## src/rtl/dmem_ctrl_pkg.sv

```systemverilog
// ---------------------------------------------------------------------------
// dmem_ctrl_pkg
//   Shared definitions for the data-memory access controller:
//   - state_e      : controller FSM states
//   - F3_*         : funct[2:0] width/extension codes
//   - MC_*         : bit positions inside the EX/MEM mem_ctrl field
//   - is_misaligned: alignment rule for halfword/word accesses
// ---------------------------------------------------------------------------
package dmem_ctrl_pkg;

  typedef enum logic [1:0] {
    IDLE   = 2'd0,
    ACCESS = 2'd1,
    DONE   = 2'd2
  } state_e;

  localparam logic [2:0] F3_B  = 3'b000;
  localparam logic [2:0] F3_H  = 3'b001;
  localparam logic [2:0] F3_W  = 3'b010;
  localparam logic [2:0] F3_BU = 3'b100;
  localparam logic [2:0] F3_HU = 3'b101;

  localparam int MC_READ   = 0;
  localparam int MC_WRITE  = 1;
  localparam int MC_BRANCH = 2;

  // Halfwords need an even address, words a multiple of four.  Byte accesses
  // and undefined codes are never flagged.
  function automatic logic is_misaligned(input logic [2:0] f3, input logic [1:0] off);
    logic is_half;
    is_half = (f3 == F3_H) || (f3 == F3_HU);
    return (is_half && off[0]) || ((f3 == F3_W) && (off != 2'b00));
  endfunction

endpackage

```

## src/rtl/load_extend.sv

```systemverilog
// ---------------------------------------------------------------------------
// load_extend
//   Selects the addressed byte/halfword lane of a 32-bit memory word and
//   sign- or zero-extends it according to funct[2:0].
// Ports
//   i_rdata    in  32  raw word returned by the data memory
//   i_byte_off in  2   byte offset of the original access (addr[1:0])
//   i_funct3   in  3   width/extension code (B, H, W, BU, HU)
//   o_data     out 32  extended load result
// ---------------------------------------------------------------------------
module load_extend
  import dmem_ctrl_pkg::*;
(
  input  logic [31:0] i_rdata,
  input  logic [1:0]  i_byte_off,
  input  logic [2:0]  i_funct3,
  output logic [31:0] o_data
);

  logic [31:0] w_lane;

  // Shift the addressed lane down to bit 0.
  assign w_lane = i_rdata >> {i_byte_off, 3'b000};

  always_comb begin
    // NOTE: every always_comb output gets a default first so no path leaves
    // it unassigned and no latch is inferred.
    o_data = i_rdata;
    case (i_funct3)
      F3_B:    o_data = {{24{w_lane[7]}}, w_lane[7:0]};
      F3_H:    o_data = {{16{w_lane[15]}}, w_lane[15:0]};
      F3_BU:   o_data = {24'b0, w_lane[7:0]};
      F3_HU:   o_data = {16'b0, w_lane[15:0]};
      default: o_data = i_rdata;  // W and undefined codes return the full word
    endcase
  end

endmodule

```

## src/rtl/dmem_access_ctrl.sv

```systemverilog
// ---------------------------------------------------------------------------
// dmem_access_ctrl
//   Sequences the data-memory access of the instruction sitting in EX/MEM.
//   IDLE decodes the op and latches the request; ACCESS holds dmem_req until
//   the memory answers or the wait limit expires; DONE releases the stall for
//   one cycle so the instruction can leave EX/MEM.
// Ports
//   clk, rst     clock, synchronous active-high reset
//   mem_ctrl     [0]=MemRead [1]=MemWrite [2]=Branch (unused here)
//   addr         byte address (EX/MEM ALU result)
//   wrt_data     store data
//   funct        [2:0] access width / extension code
//   dmem_req     request, held until ready or timeout
//   dmem_we      1=write, 0=read
//   dmem_addr    word-aligned address
//   dmem_wdata   store data replicated across lanes
//   dmem_be      byte enables
//   dmem_ready   memory accepts/completes this cycle
//   dmem_rdata   read data, valid with dmem_ready
//   rd_data      extended load result (registered)
//   mem_stall    hold PC, IF/ID, ID/EX, EX/MEM
//   wb_bubble    zero MEM/WB write-back controls this cycle
//   misalign     one-cycle pulse: misaligned access dropped
//   timeout      one-cycle pulse: access abandoned
// ---------------------------------------------------------------------------
module dmem_access_ctrl
  import dmem_ctrl_pkg::*;
#(
  parameter int DATA_WIDTH = 32,
  parameter int TIMEOUT    = 15
) (
  input  logic                    clk,
  input  logic                    rst,
  input  logic [2:0]              mem_ctrl,
  input  logic [DATA_WIDTH-1:0]   addr,
  input  logic [DATA_WIDTH-1:0]   wrt_data,
  input  logic [3:0]              funct,
  output logic                    dmem_req,
  output logic                    dmem_we,
  output logic [DATA_WIDTH-1:0]   dmem_addr,
  output logic [DATA_WIDTH-1:0]   dmem_wdata,
  output logic [DATA_WIDTH/8-1:0] dmem_be,
  input  logic                    dmem_ready,
  input  logic [DATA_WIDTH-1:0]   dmem_rdata,
  output logic [DATA_WIDTH-1:0]   rd_data,
  output logic                    mem_stall,
  output logic                    wb_bubble,
  output logic                    misalign,
  output logic                    timeout
);

  generate
    if (DATA_WIDTH != 32) begin : g_bad_width
      $error("dmem_access_ctrl: DATA_WIDTH must be 32");
    end
  endgenerate

  localparam int CNT_W = (TIMEOUT > 1) ? $clog2(TIMEOUT) : 1;

  state_e                    r_state;
  logic                      r_req;
  logic                      r_we;
  logic [DATA_WIDTH-1:0]     r_addr;
  logic [DATA_WIDTH-1:0]     r_wdata;
  logic [DATA_WIDTH/8-1:0]   r_be;
  logic [DATA_WIDTH-1:0]     r_rd_data;
  logic                      r_misalign;
  logic                      r_timeout;
  logic                      r_to_flag;
  logic [CNT_W-1:0]          r_cnt;
  logic [1:0]                r_byte_off;
  logic [2:0]                r_funct3;

  logic                      w_is_read;
  logic                      w_is_write;
  logic                      w_op;
  logic [2:0]                w_funct3;
  logic                      w_misaligned;
  logic                      w_start;
  logic [DATA_WIDTH/8-1:0]   w_be;
  logic [DATA_WIDTH-1:0]     w_wdata;
  logic [DATA_WIDTH-1:0]     w_load_ext;
  logic                      w_unused;

  assign w_is_read    = mem_ctrl[MC_READ];
  assign w_is_write   = mem_ctrl[MC_WRITE];
  assign w_op         = w_is_read | w_is_write;
  assign w_funct3     = funct[2:0];
  assign w_misaligned = is_misaligned(w_funct3, addr[1:0]);
  assign w_start      = (r_state == IDLE) && w_op && !w_misaligned;
  assign w_unused     = ^{mem_ctrl[MC_BRANCH], funct[3]};

  // Store lane steering: only funct[1:0] matters for stores; anything that
  // is not a byte or halfword store is written as a full word.
  always_comb begin
    w_be    = '1;
    w_wdata = wrt_data;
    case (w_funct3[1:0])
      2'b00: begin
        w_be    = 4'b0001 << addr[1:0];
        w_wdata = {4{wrt_data[7:0]}};
      end
      2'b01: begin
        w_be    = addr[1] ? 4'b1100 : 4'b0011;
        w_wdata = {2{wrt_data[15:0]}};
      end
      default: ;
    endcase
  end

  // Extension uses the offset/code captured at issue, not the live inputs.
  load_extend u_load_extend (
    .i_rdata    (dmem_rdata),
    .i_byte_off (r_byte_off),
    .i_funct3   (r_funct3),
    .o_data     (w_load_ext)
  );

  // NOTE: state is updated with non-blocking assignments only, so every
  // register samples pre-edge values regardless of statement order.
  always_ff @(posedge clk) begin
    if (rst) begin
      r_state    <= IDLE;
      r_req      <= 1'b0;
      r_we       <= 1'b0;
      r_addr     <= '0;
      r_wdata    <= '0;
      r_be       <= '0;
      r_rd_data  <= '0;
      r_misalign <= 1'b0;
      r_timeout  <= 1'b0;
      r_to_flag  <= 1'b0;
      r_cnt      <= '0;
      r_byte_off <= '0;
      r_funct3   <= '0;
    end else begin
      // Pulses default low and are raised for exactly one cycle below.
      r_misalign <= 1'b0;
      r_timeout  <= 1'b0;
      case (r_state)
        IDLE: begin
          if (w_op) begin
            if (w_misaligned) begin
              r_misalign <= 1'b1;
            end else begin
              r_req      <= 1'b1;
              r_we       <= w_is_write;  // write wins when both bits are set
              r_addr     <= {addr[DATA_WIDTH-1:2], 2'b00};
              r_be       <= w_be;
              r_wdata    <= w_wdata;
              r_byte_off <= addr[1:0];
              r_funct3   <= w_funct3;
              r_cnt      <= '0;
              r_state    <= ACCESS;
            end
          end
        end
        ACCESS: begin
          if (dmem_ready) begin
            // Ready on the limit cycle still wins over the timeout.
            r_rd_data <= r_we ? '0 : w_load_ext;
            r_req     <= 1'b0;
            r_state   <= DONE;
          end else if (r_cnt == CNT_W'(TIMEOUT - 1)) begin
            r_req     <= 1'b0;
            r_timeout <= 1'b1;
            r_rd_data <= '0;
            r_to_flag <= 1'b1;
            r_state   <= DONE;
          end else begin
            r_cnt <= r_cnt + 1'b1;
          end
        end
        DONE: begin
          // The EX/MEM instruction leaves on this edge; no re-trigger.
          r_to_flag <= 1'b0;
          r_state   <= IDLE;
        end
        default: r_state <= IDLE;
      endcase
    end
  end

  // Stall/bubble must act in the same cycle the op is seen, so they stay
  // combinational on the state and decode.
  assign mem_stall = w_start || (r_state == ACCESS);
  assign wb_bubble = ((r_state == IDLE) && w_op) || (r_state == ACCESS) ||
                     ((r_state == DONE) && r_to_flag);

  assign dmem_req   = r_req;
  assign dmem_we    = r_we;
  assign dmem_addr  = r_addr;
  assign dmem_wdata = r_wdata;
  assign dmem_be    = r_be;
  assign rd_data    = r_rd_data;
  assign misalign   = r_misalign;
  assign timeout    = r_timeout;

endmodule

```

## config.mk

```make
export PLATFORM = sky130hd
export DESIGN_NAME = dmem_access_ctrl
export DESIGN_NICKNAME = d
export VERILOG_FILES = /design/src/rtl/dmem_ctrl_pkg.sv /design/src/rtl/load_extend.sv /design/src/rtl/dmem_access_ctrl.sv
export SDC_FILE = /design/constraint.sdc
export NUM_CORES = 1
export LEC_CHECK = 0
export BUFFER_PORTS_ARGS = -buffer_cell sky130_fd_sc_hd__buf_4
export CAP_MARGIN = 40
export CORE_MARGIN = 1.5
export CORE_UTILIZATION = 44
export DETAILED_ROUTE_END_ITERATION = 6
export GPL_TIMING_DRIVEN = 0
export PLACE_DENSITY = 0.86
export SYNTH_ARGS = -nofsm -noshare
export SYNTH_HDL_FRONTEND = slang
export SYNTH_SLANG_ARGS = --single-unit
```

## constraint.sdc

```tcl
create_clock -name clk -period 1.7 [get_ports clk]
set_input_delay 0.17 -clock clk [delete_from_list [all_inputs] [get_ports clk]]
set_output_delay 0.17 -clock clk [all_outputs]
set_load 0.05 [all_outputs]
```

# Word-level counts from Yosys, hierarchy flattened
# Cells that the tools add are included.
[op_classes]
n_addsub = 1
eq_ne = 16
n_shift = 2
mux = 27
n_bitwise = 5
reduce_logical = 26
[ops]
columns = ["operator", "count"]
rows = [
  ["32-bit one-hot mux with 4 select lines", 1],
  ["32-bit two-way mux", 3],
  ["32-bit one-hot mux with 2 select lines", 1],
  ["32-bit by 5-bit right shift with 16-bit output", 1],
  ["4-bit two-way mux", 5],
  ["4-bit one-hot mux with 2 select lines", 2],
  ["2-bit != test, second input constant", 5],
  ["3-bit equality test, second input constant", 3],
  ["3-bit AND reduction", 3],
  ["1-bit two-way mux", 8],
  ["2-bit two-way mux", 4],
  ["2-bit nonzero test", 4],
  ["3-bit by 1-bit equality test with 1-bit output, second input constant", 2],
  ["3-bit OR reduction", 2],
  ["1-bit logical AND", 5],
  ["1-bit logical OR", 5],
  ["5-bit AND reduction", 1],
  ["4-bit by 1-bit adder with 4-bit output, second input constant", 1],
  ["2-bit by 1-bit equality test with 1-bit output, second input constant", 2],
  ["4-bit equality test, second input constant", 1],
  ["2-bit zero test", 2],
  ["1-bit inverter", 4],
  ["1-bit one-hot mux with 2 select lines", 2],
  ["2-bit one-hot mux with 2 select lines", 1],
  ["9 further kinds", 9],
]
[totals]
register_bits = 114

# Logic depth before layout (Yosys ltp)
# Gate-level depths: netlist (run 1).
[logic_depth]
ltp_word = 7
ltp_mapped = 8

# Modules after synthesis
# A second synthesis (run 1) with hierarchy kept.
[hier_totals]
cells_unflattened = 596
area_unflattened_um2 = 5256.3
[modules_own_cells]
columns = ["mod", "instances", "cells_per_inst", "area_per_inst_um2", "seq_area_each_um2"]
rows = [
  ["dmem_access_ctrl", 1, 490, 4564.4, 2282.2],
  ["load_extend", 1, 106, 691.9, 0.0],
]

# Worst setup path before layout (run 1)
# Ideal clock, no wire load.
[synth_timing]
path_type = "flip-flop to output port"
startpoint = "reg r_state[1]"
endpoint = "out mem_stall"
arrival_time_ns = 1.581
t_required_ns = 1.530
path_slack_ns = -0.051
path_stages_with_launch = 6
cell_sequence = "dfxtp_1 > buf_2 > nor3_2 > clkbuf_1 > nand2_1 > nand2_1"
[synth_via]
elab_chain_cells = 4
word_cells_on_any_way = 5
cone_classes = "1 x eq/ne; 4 x reduce/logical"
[synth_rtl]
columns = ["element", "line_no", "rtl"]
rows = [
  ["start, declared", "dmem_access_ctrl.sv:60", "state_e r_state;"],
  ["start signal, assigned", "dmem_access_ctrl.sv:123", "r_state <= IDLE;"],
  ["start signal, assigned", "dmem_access_ctrl.sv:154", "r_state <= ACCESS;"],
  ["start signal, assigned", "dmem_access_ctrl.sv:163", "r_state <= DONE;"],
  ["2-bit zero test", "dmem_access_ctrl.sv:90", "assign w_start = (r_state == IDLE) && w_op && !w_misaligned;"],
  ["1-bit logical AND (2 in series)", "dmem_access_ctrl.sv:90", ""],
  ["1-bit logical OR *", "dmem_access_ctrl.sv:186", "assign mem_stall = w_start || (r_state == ACCESS);"],
  ["end, declared", "dmem_access_ctrl.sv:46", "output logic mem_stall,"],
]
# Every way passes the cells marked *; elsewhere a longest branch is shown, timed or not.

# Final worst setup path (run 1)
[layout_timing]
startpoint = "reg r_byte_off[1]"
endpoint = "reg r_rd_data[20], in the netlist rd_data[20]"
[layout_via]
elab_chain_cells = 4
[layout_rtl]
columns = ["element", "line_no", "rtl"]
rows = [
  ["start, declared", "dmem_access_ctrl.sv:71", "logic [1:0] r_byte_off;"],
  ["start signal, assigned", "dmem_access_ctrl.sv:151", "r_byte_off <= addr[1:0];"],
  ["32-bit by 5-bit right shift with 16-bit output", "load_extend.sv:23", "assign w_lane = i_rdata >> {i_byte_off, 3'b000};"],
  ["32-bit one-hot mux with 4 select lines", "load_extend.sv:29", "case (i_funct3)"],
  ["32-bit two-way mux", "dmem_access_ctrl.sv:161", "r_rd_data <= r_we ? '0 : w_load_ext;"],
  ["32-bit two-way mux", "dmem_access_ctrl.sv:159", "if (dmem_ready) begin"],
  ["end signal, assigned", "dmem_access_ctrl.sv:161", ""],
  ["end, declared", "dmem_access_ctrl.sv:66", "logic [DATA_WIDTH-1:0] r_rd_data;"],
]
# Every way passes these cells.
# A chain may end at the register's enable or synchronous reset.

==> out/summary.md, run 1 <==
The run finished with clean final reports. The TritonCTS buffer count is 17, and the number of pins with negative max-slew slack in the final report is 0. The buffers plus inverters on the worst setup path came out at 1. The initial utilization of the core area, before any placement, comes to 45.1%.

The total routing resource utilization after global routing was 28.9%; the minimum period implied by the final worst setup slack was 1.67 ns. The number of nets with antenna violations after routing was 0. The first global-routing pass estimated 28.4 mm of wire. The die is 111 um wide. Clock-pin slew was measured on the worst setup and hold paths at 0.06 ns. Entering global routing, the biggest net connects 20 pins. After detailed placement, the total cell area comes to 6890 sq um. During synthesis, Yosys emitted a total of 0 warnings. The area added between synthesis and finish was 51.5%; the post-route worst hold slack was 0.00903 ns. The final route contains 5838 vias.

In this run the power density over the cells is 1180 nW/um^2. TritonCTS built the clock tree. After the last flow step, the layout net total stands at 948. The async set-or-reset flop fraction in the synthesized netlist was 0%. Of the total synthesized cell area, the portion taken by XOR and XNOR cells is 0.510%. The maximum clock frequency is 598 MHz. The root buffer cell chosen for the clock tree is sky130_fd_sc_hd__clkbuf_16. Number of I/O port buffers: 206.

The top cell types in the final layout, fill and taps aside, are sky130_fd_sc_hd__buf_4 (223), sky130_fd_sc_hd__dfxtp_1 (109), sky130_fd_sc_hd__a21oi_1 (84). Class of the tightest hold or removal check: input port to flop. The unique cell type count in the Yosys netlist was 50; the post-synthesis cell area was 5150 sq um.

The height of the chip is 111 um, and the number of buffers between clock root and the deepest sink is 2. The worst clock skew on the final layout came out at 0.0101 ns. Max-cap violations in this run came to 0. At the pin with the least slew margin, the transition time is 0.668 ns.

For this run, design rule violations remaining after detail routing come to 0. The final setup TNS came out at 0 ns. The first routing iteration left 532 violations. The finished cells cover 7810 sq um. Summing the areas of all and, or, nand and nor instances in the mapped netlist gives 12.6% of the synthesized area. Data on the critical path is required at its endpoint by 1.98 ns. Clock latency on the worst-skew pair, taken at its later pin, is 0.42 ns. The share of post-route cells with drive strength above 1 works out to 36.2%. At the worst endpoint, the arrival time is 1.95 ns.

The average instance area after synthesis is 8.58 sq um. The run gives 4 as the maximum level of the CTS H-tree. For this design the static power due to leakage is 3.33 nW. The tools report the routed wire length as 18.3 mm. Classification of the worst setup path: flop to flop. The worst-case IR drop observed on VDD is 896 uV.

After synthesis, flip-flops and latches occupy 44.3% of the total area. The filler cells instantiated in the layout total 922. Setup repair after global routing could not meet its margin everywhere. Initial antenna violation count: 0.

Power comes to 9.22 mW. The logs give 0 for the final count of hold timing violations and 0 for the number of setup violations in the final report. The library cell used most frequently in the layout, excluding fill and tap cells, is sky130_fd_sc_hd__buf_4. At the end of routability-driven placement, the weighted congestion stood at 0.863. STA classifies the critical path endpoint as a flop. The kind of start point of the critical path was a flop. The critical path goes through mux4_2, nand4b_4, a21boi_4, buf_4, o21ai_0. The routed wirelength normalized by instance count is 18.3 um. The adder and majority cell fraction of the synthesized area was 0.486%; the number of global-route vias before repair was 5531. Of all nets on the critical path, the largest fanout is 3. The share of the synthesized area in compound gates (AO/OA/AOI/OAI) works out to 29.6%. In this design, the stage delay of the slowest critical-path cell is 0.56 ns. The via-per-instance ratio is 5.86. The main flop type after synthesis is sky130_fd_sc_hd__dfxtp_1. Of the post-synthesis cell area, the part taken by muxes is 6.46%. The floorplan has 39 rows. The count of flip-flops with a built-in enable after synthesis is 0. The final critical path takes up 98.4% of the cycle. The first detailed-routing pass took 6 iterations. The core region is 11400 sq um. Among all stages on the critical path, the largest delay is contributed by sky130_fd_sc_hd__mux4_2. Overflow left after global routing: 0. In this run the count of I/O pins placed on the die edge is 212.

The area of the die was 12400 sq um. Headroom to the max-slew limit came out at 55.5%. The clock net in this run drives a total of 114 sinks.

The total of flip-flops plus latches after synthesis was 114. The run gives 601 as the synthesized instance count. Broken down by cell family, the worst path's largest delay share belongs to multiplexers. The detailed-placement wirelength estimate came out at 13.0 mm. By area, the combinational part of the netlist is dominated by compound AO/OA/AOI/OAI gates. The repair_antennas step left the layout with diodes totalling 0.
==> cells in the mapped netlist, types with 5 or more instances <==
master                      count  area, sq um
sky130_fd_sc_hd__nand2_1       24         90.1
sky130_fd_sc_hd__o221ai_1       7         61.3
sky130_fd_sc_hd__buf_1         10         37.5
sky130_fd_sc_hd__o2111ai_1      8         70.1
sky130_fd_sc_hd__a311oi_1      11         96.3
sky130_fd_sc_hd__dfxtp_1      114         2280
sky130_fd_sc_hd__a21oi_1       84          420
sky130_fd_sc_hd__inv_1          9         33.8
sky130_fd_sc_hd__nand2b_1       7         43.8
sky130_fd_sc_hd__nor2_1        20         75.1
sky130_fd_sc_hd__mux2i_1       31          310
sky130_fd_sc_hd__clkbuf_1      25         93.8
sky130_fd_sc_hd__nor3_1         8         40.0
sky130_fd_sc_hd__a211oi_1       9         67.6
sky130_fd_sc_hd__o2bb2ai_1      8         70.1
sky130_fd_sc_hd__a22oi_1       30          225
sky130_fd_sc_hd__clkbuf_2       5         25.0
sky130_fd_sc_hd__o21ai_0       84          420
sky130_fd_sc_hd__buf_2         18         90.1
sky130_fd_sc_hd__nand3_1       48          240
==> kinds of logic (layout without fill, tap and decap cells) <==
group	Yosys count	after routing
AO/OA/AOI/OAI	252	252
other	1	2
adder cells (fa/ha/maj)	2	2
flip-flops	114	114
buffers and inverters	71	322
AND/OR/NAND/NOR	126	126
XOR/XNOR	3	3
multiplexers	32	32
==> sequential cells by signal, indices dropped and copies added (netlist names), 2 cells and up <==
register / count
r_state: 2
r_funct3: 3
rd_data: 32
dmem_wdata: 32
dmem_addr: 30
r_cnt: 4
dmem_be: 4
r_byte_off: 2
==> routing by layer <==
metal	wire length, um	up-vias	global-route usage (%)
li1	-	2713	-
met3	2120	37	10.1
met4	444	0	11.0
met2	8560	358	46.9
met1	7130	2730	35.3
met5	0	-	0
==> stage by stage <==
| step | setup WS [ns] | utilization (%) | std cells |
|---|---|---|---|
| after floorplan | 0.0132 | - | 602 |
| after global placement | -0.514 | 60.3 | 951 |
| after detailed placement | -0.505 | 60.3 | 951 |
| after CTS | -0.00720 | 67.4 | 990 |
| after global routing | -0.0295 | 68.4 | 996 |
| final | 0.0270 | 68.4 | 996 |
==> worst min-delay path, cell delays in order <==
cell	delay (ns)
sky130_fd_sc_hd__buf_4	0.11
sky130_fd_sc_hd__nand3_1	0.05
sky130_fd_sc_hd__a21oi_1	0.05
==> timing repair <==
item                       CTS  global route
hold endpoints to repair     3             0
pin swaps                    4             3
resized for setup           34            31
cloned                       1             0
buffers inserted             5             7
setup endpoints to repair  108            64
hold buffers                 3             0
==> area by class of cell <==
| class | count | area [sq um] | share of cell area, % |
|---|---|---|---|
| Timing Repair Buffer | 222 | 1680 | 21.5 |
| Clock inverter | 13 | 185 | 2.37 |
| Clock buffer | 19 | 433 | 5.55 |
| Buffer | 58 | 304 | 3.89 |
| Inverter | 10 | 37.5 | 0.481 |
| Sequential cell | 114 | 2290 | 29.4 |
| Multi-Input combinational cell | 417 | 2690 | 34.5 |
| Tap cell | 143 | 179 | 2.29 |
==> where the power goes <==
group | switching, mW | internal, mW | leakage [nW]
sequential | 0.144 | 2.90 | 0.938
clock | 1.32 | 2.45 | 0.297
combinational | 1.57 | 0.826 | 2.10
total | 3.04 | 6.18 | 3.33
==> path summary, 6_finish.rpt <==
| path | startpoint | to | slack (ns) | depth (start not counted) |
|---|---|---|---|---|
| setup / recovery | r_byte_off[1] | rd_data[20] | 0.03 | 5 |
| hold / removal | addr[10] | dmem_addr[10] | 0.009 | 3 |
| setup reg to reg | r_byte_off[1] | rd_data[20] | 0.03 | 5 |
| hold reg to reg | rd_data[5] | rd_data[5] | 0.46 | 1 |
(Power assumes the default switching activity.)
==> inputs of run 2 (changes only) <==
--- a/config.mk
+++ b/config.mk
@@ -5,13 +5,15 @@
 export SDC_FILE = /design/constraint.sdc
 export NUM_CORES = 1
 export LEC_CHECK = 0
-export BUFFER_PORTS_ARGS = -buffer_cell sky130_fd_sc_hd__buf_4
 export CAP_MARGIN = 40
 export CORE_MARGIN = 1.5
-export CORE_UTILIZATION = 44
+export CORE_UTILIZATION = 45
 export DETAILED_ROUTE_END_ITERATION = 6
+export DONT_BUFFER_PORTS = 1
 export GPL_TIMING_DRIVEN = 0
-export PLACE_DENSITY = 0.86
+export PLACE_DENSITY = 0.71
+export REMOVE_ABC_BUFFERS = 1
+export SETUP_SLACK_MARGIN = 0.15
 export SYNTH_ARGS = -nofsm -noshare
 export SYNTH_HDL_FRONTEND = slang
 export SYNTH_SLANG_ARGS = --single-unit
==> run 2 against run 1 <==
Against the previous run:
- the run now ends with hold timing left
- maximum frequency rose by 5.3%
- clock power about the same
- sequential share of layout area increased by 6.3 points
- worst setup slack better by 0.084 ns
- via count fell by 15%
- utilization fell by 9.7 points
- first-iteration DRC count increased by 4.9%
- die area is 2.2% lower
- register-to-register slack improved by 0.08 ns
- largest cell class unchanged
- design area shrank 17%
- wire length down 5.3%
==> out/summary.md, run 2 (synthesis results as in run 1) <==
Cells with a size suffix above 1 make up 19.2% of the layout. The maximum level of the CTS H-tree came out at 4. Largest fanout on the critical path: 14. Kind of start point of the critical path: a flop. The detailed-placement wirelength estimate was 9.68 mm; the iteration-0 DRC count of the detailed router was 558. For this design the ratio of total power to cell area is 1360 nW/um^2.

Dividing the detail-routed via count by the number of cells gives 6.55. The die covers 12100 sq um. The worst-margin pin slew was 0.645 ns; the total routing resource utilization after global routing was 26.4%. Data on the critical path arrives at its endpoint at 1.93 ns. The die is 110 um wide. The number of I/O pins is 212. The checks that failed: hold timing. Setup violations remaining at the end of the flow were counted as 0. After detailed routing, the total wire length is 17.3 mm. After layout, the worst path uses 93.5% of the clock period.

The pre-antenna-repair detailed-routing pass consisted of 5 iterations. The fraction of met2 tracks used by global routing came out at 46.0%. Compared with the post-synthesis result, the final layout area differs by 25.0%. Initial antenna violation count: 0. The flow ran to the end, but the final reports show violations. The tightest min-delay check is of the input port to flop type. After floorplanning, the core was divided into 38 placement rows.

The most common cell after layout, fill and taps aside is sky130_fd_sc_hd__dfxtp_1. Measured along the y axis, the die boundary spans 110 um. Detailed routing inserted a total of 4971 vias.

Data on the critical path is required at its endpoint by 2.04 ns. The analysis attributes to cell leakage a power of 2.37 nW. The highest cell delay on the worst timing path is 0.40 ns.

The logs give 0 for the overflow left after global routing and 6440 sq um for the post-layout instance area. TritonCTS built the clock tree. The met3 global-route usage came out at 9.94%. The tool flagged a number of max-cap violations equal to 0. For the worst-skew pair, the clock arrives at the later sink with an insertion delay of 0.41 ns. For this configuration, the core starts out at a cell density of 46.9%. The number of nets with antenna violations after routing was 0; the sequential standard cell area was 2300 sq um. For the finished layout, the period the worst path requires is 1.59 ns. For the final database, setup skew stands at 0.00754 ns. The run gives 0 as the count of antenna diodes in the layout. The number of global-route vias before repair was 4774. The tools report the sort of element at the end of the critical path as a flop. The logs give 2820 sq um for the area of the multi-input gates and 106 for the final count of hold timing violations. The worst slew margin relative to its limit came out at 57.0%.

The cell with the biggest individual delay on the critical path is sky130_fd_sc_hd__dfxtp_4. The logs give 5210 sq um for the placed cell area and 114 for the clock sink count. The worst-case IR drop observed on VDD is 767 uV. Total DRC errors in the routed layout: 0.

Derived from the worst setup path, the maximum achievable clock frequency is 629 MHz. The first global-routing pass estimated 24.2 mm of wire. In this design, the critical path's most frequently occurring cell is sky130_fd_sc_hd__buf_12.

After detailed routing, the average wire length per cell comes to 22.8 um. For the number of buffers between clock root and the deepest sink, the log shows 2. The post-route worst hold slack is -0.176 ns.

Setup repair after global routing could not meet its margin everywhere. The number of inserted filler cells in the final layout was 970; the hold buffer count at CTS was 3. The pin count of the biggest net entering global routing is 110, and the number of I/O port buffers is 0.

The top cell types in the final layout, fill and taps aside, are sky130_fd_sc_hd__dfxtp_1 (107), sky130_fd_sc_hd__o21ai_0 (82), sky130_fd_sc_hd__a21oi_1 (81). After floorplanning, the core was sized to cover 11000 sq um. After the last flow step, the layout net total stands at 715. The tools report the TritonCTS buffer count as 17. Clock-pin slew was measured on the worst setup and hold paths at 0.06 ns. The classification of the worst setup path is flop to flop. Layer with the highest usage after global routing: met2. At the end of routability-driven placement, the weighted congestion stood at 0.773. In the global route stage, met1 resource usage came out at 28.8%. The clock root buffer is sky130_fd_sc_hd__clkbuf_16. The critical path goes through nor3_4, buf_6, buf_12, buf_12, buf_12, o2111ai_2, a21oi_1. The logs give 0 for the number of pins with negative max-slew slack in the final report and 8.74 mW for the overall power after layout.
[run 2: routing by layer]
layer / vias to the layer above / part of all wire [%]
li1: 2253 / -
met1: 2376 / 38
met2: 307 / 49
met3: 35 / 11
met4: 0 / 2.1
met5: - / 0
[run 2: cell type report]
| class | count | share of cell area [%] |
|---|---|---|
| Inverter | 10 | 0.583 |
| Clock buffer | 20 | 7.09 |
| Tap cell | 140 | 2.72 |
| Multi-Input combinational cell | 422 | 43.7 |
| Timing Repair Buffer | 42 | 7.71 |
| Clock inverter | 11 | 2.49 |
| Sequential cell | 114 | 35.7 |
[run 2: stage by stage]
stage	hold slack, ns	instances	setup TNS [ns]	utilization, %	worst slack (ns)
floorplan	0.239	541	-102.79	-	-1.67
global placement	0.248	681	-208.62	46.1	-3.03
detailed placement	0.250	691	-44.51	47.5	-0.779
CTS	-0.190	744	0	56.4	0.0961
global route	-0.189	759	0	58.7	0.0388
finish	-0.176	759	0	58.7	0.111
[run 2: path summary, 6_finish.rpt]
check / end / from / depth (start not counted) / slack [ns]
max: dmem_wdata[29] / r_state[1] / 7 / 0.11
min: dmem_wdata[24] / rst / 1 / -0.18
min reg2reg: r_to_flag / r_to_flag / 2 / 0.52
max reg2reg: dmem_wdata[29] / r_state[1] / 7 / 0.11
[run 2: repair_timing]
| action | 4_1_cts | 5_1_grt |
|---|---|---|
| endpoints found under the setup margin | 112 | 85 |
| buffers inserted | 15 | 11 |
| hold endpoints to repair | 114 | 113 |
| cloned | 4 | 4 |
| pin swaps | 7 | 12 |
| resized for setup | 35 | 28 |
[run 2: critical path, delay by kind of cell, from the launching register on]
family	cells	cell delay (ns)
AOI/OAI and AO/OA	2	0.32
DFF	1	0.40
and+or+nand+nor	1	0.27
buffers and inverters	4	0.52
[run 2: report_power, final]
part	switching (mW)	internal (mW)	total, mW
logic	0.657	0.523	1.18
clock network	1.24	2.50	3.74
registers	0.916	2.90	3.82
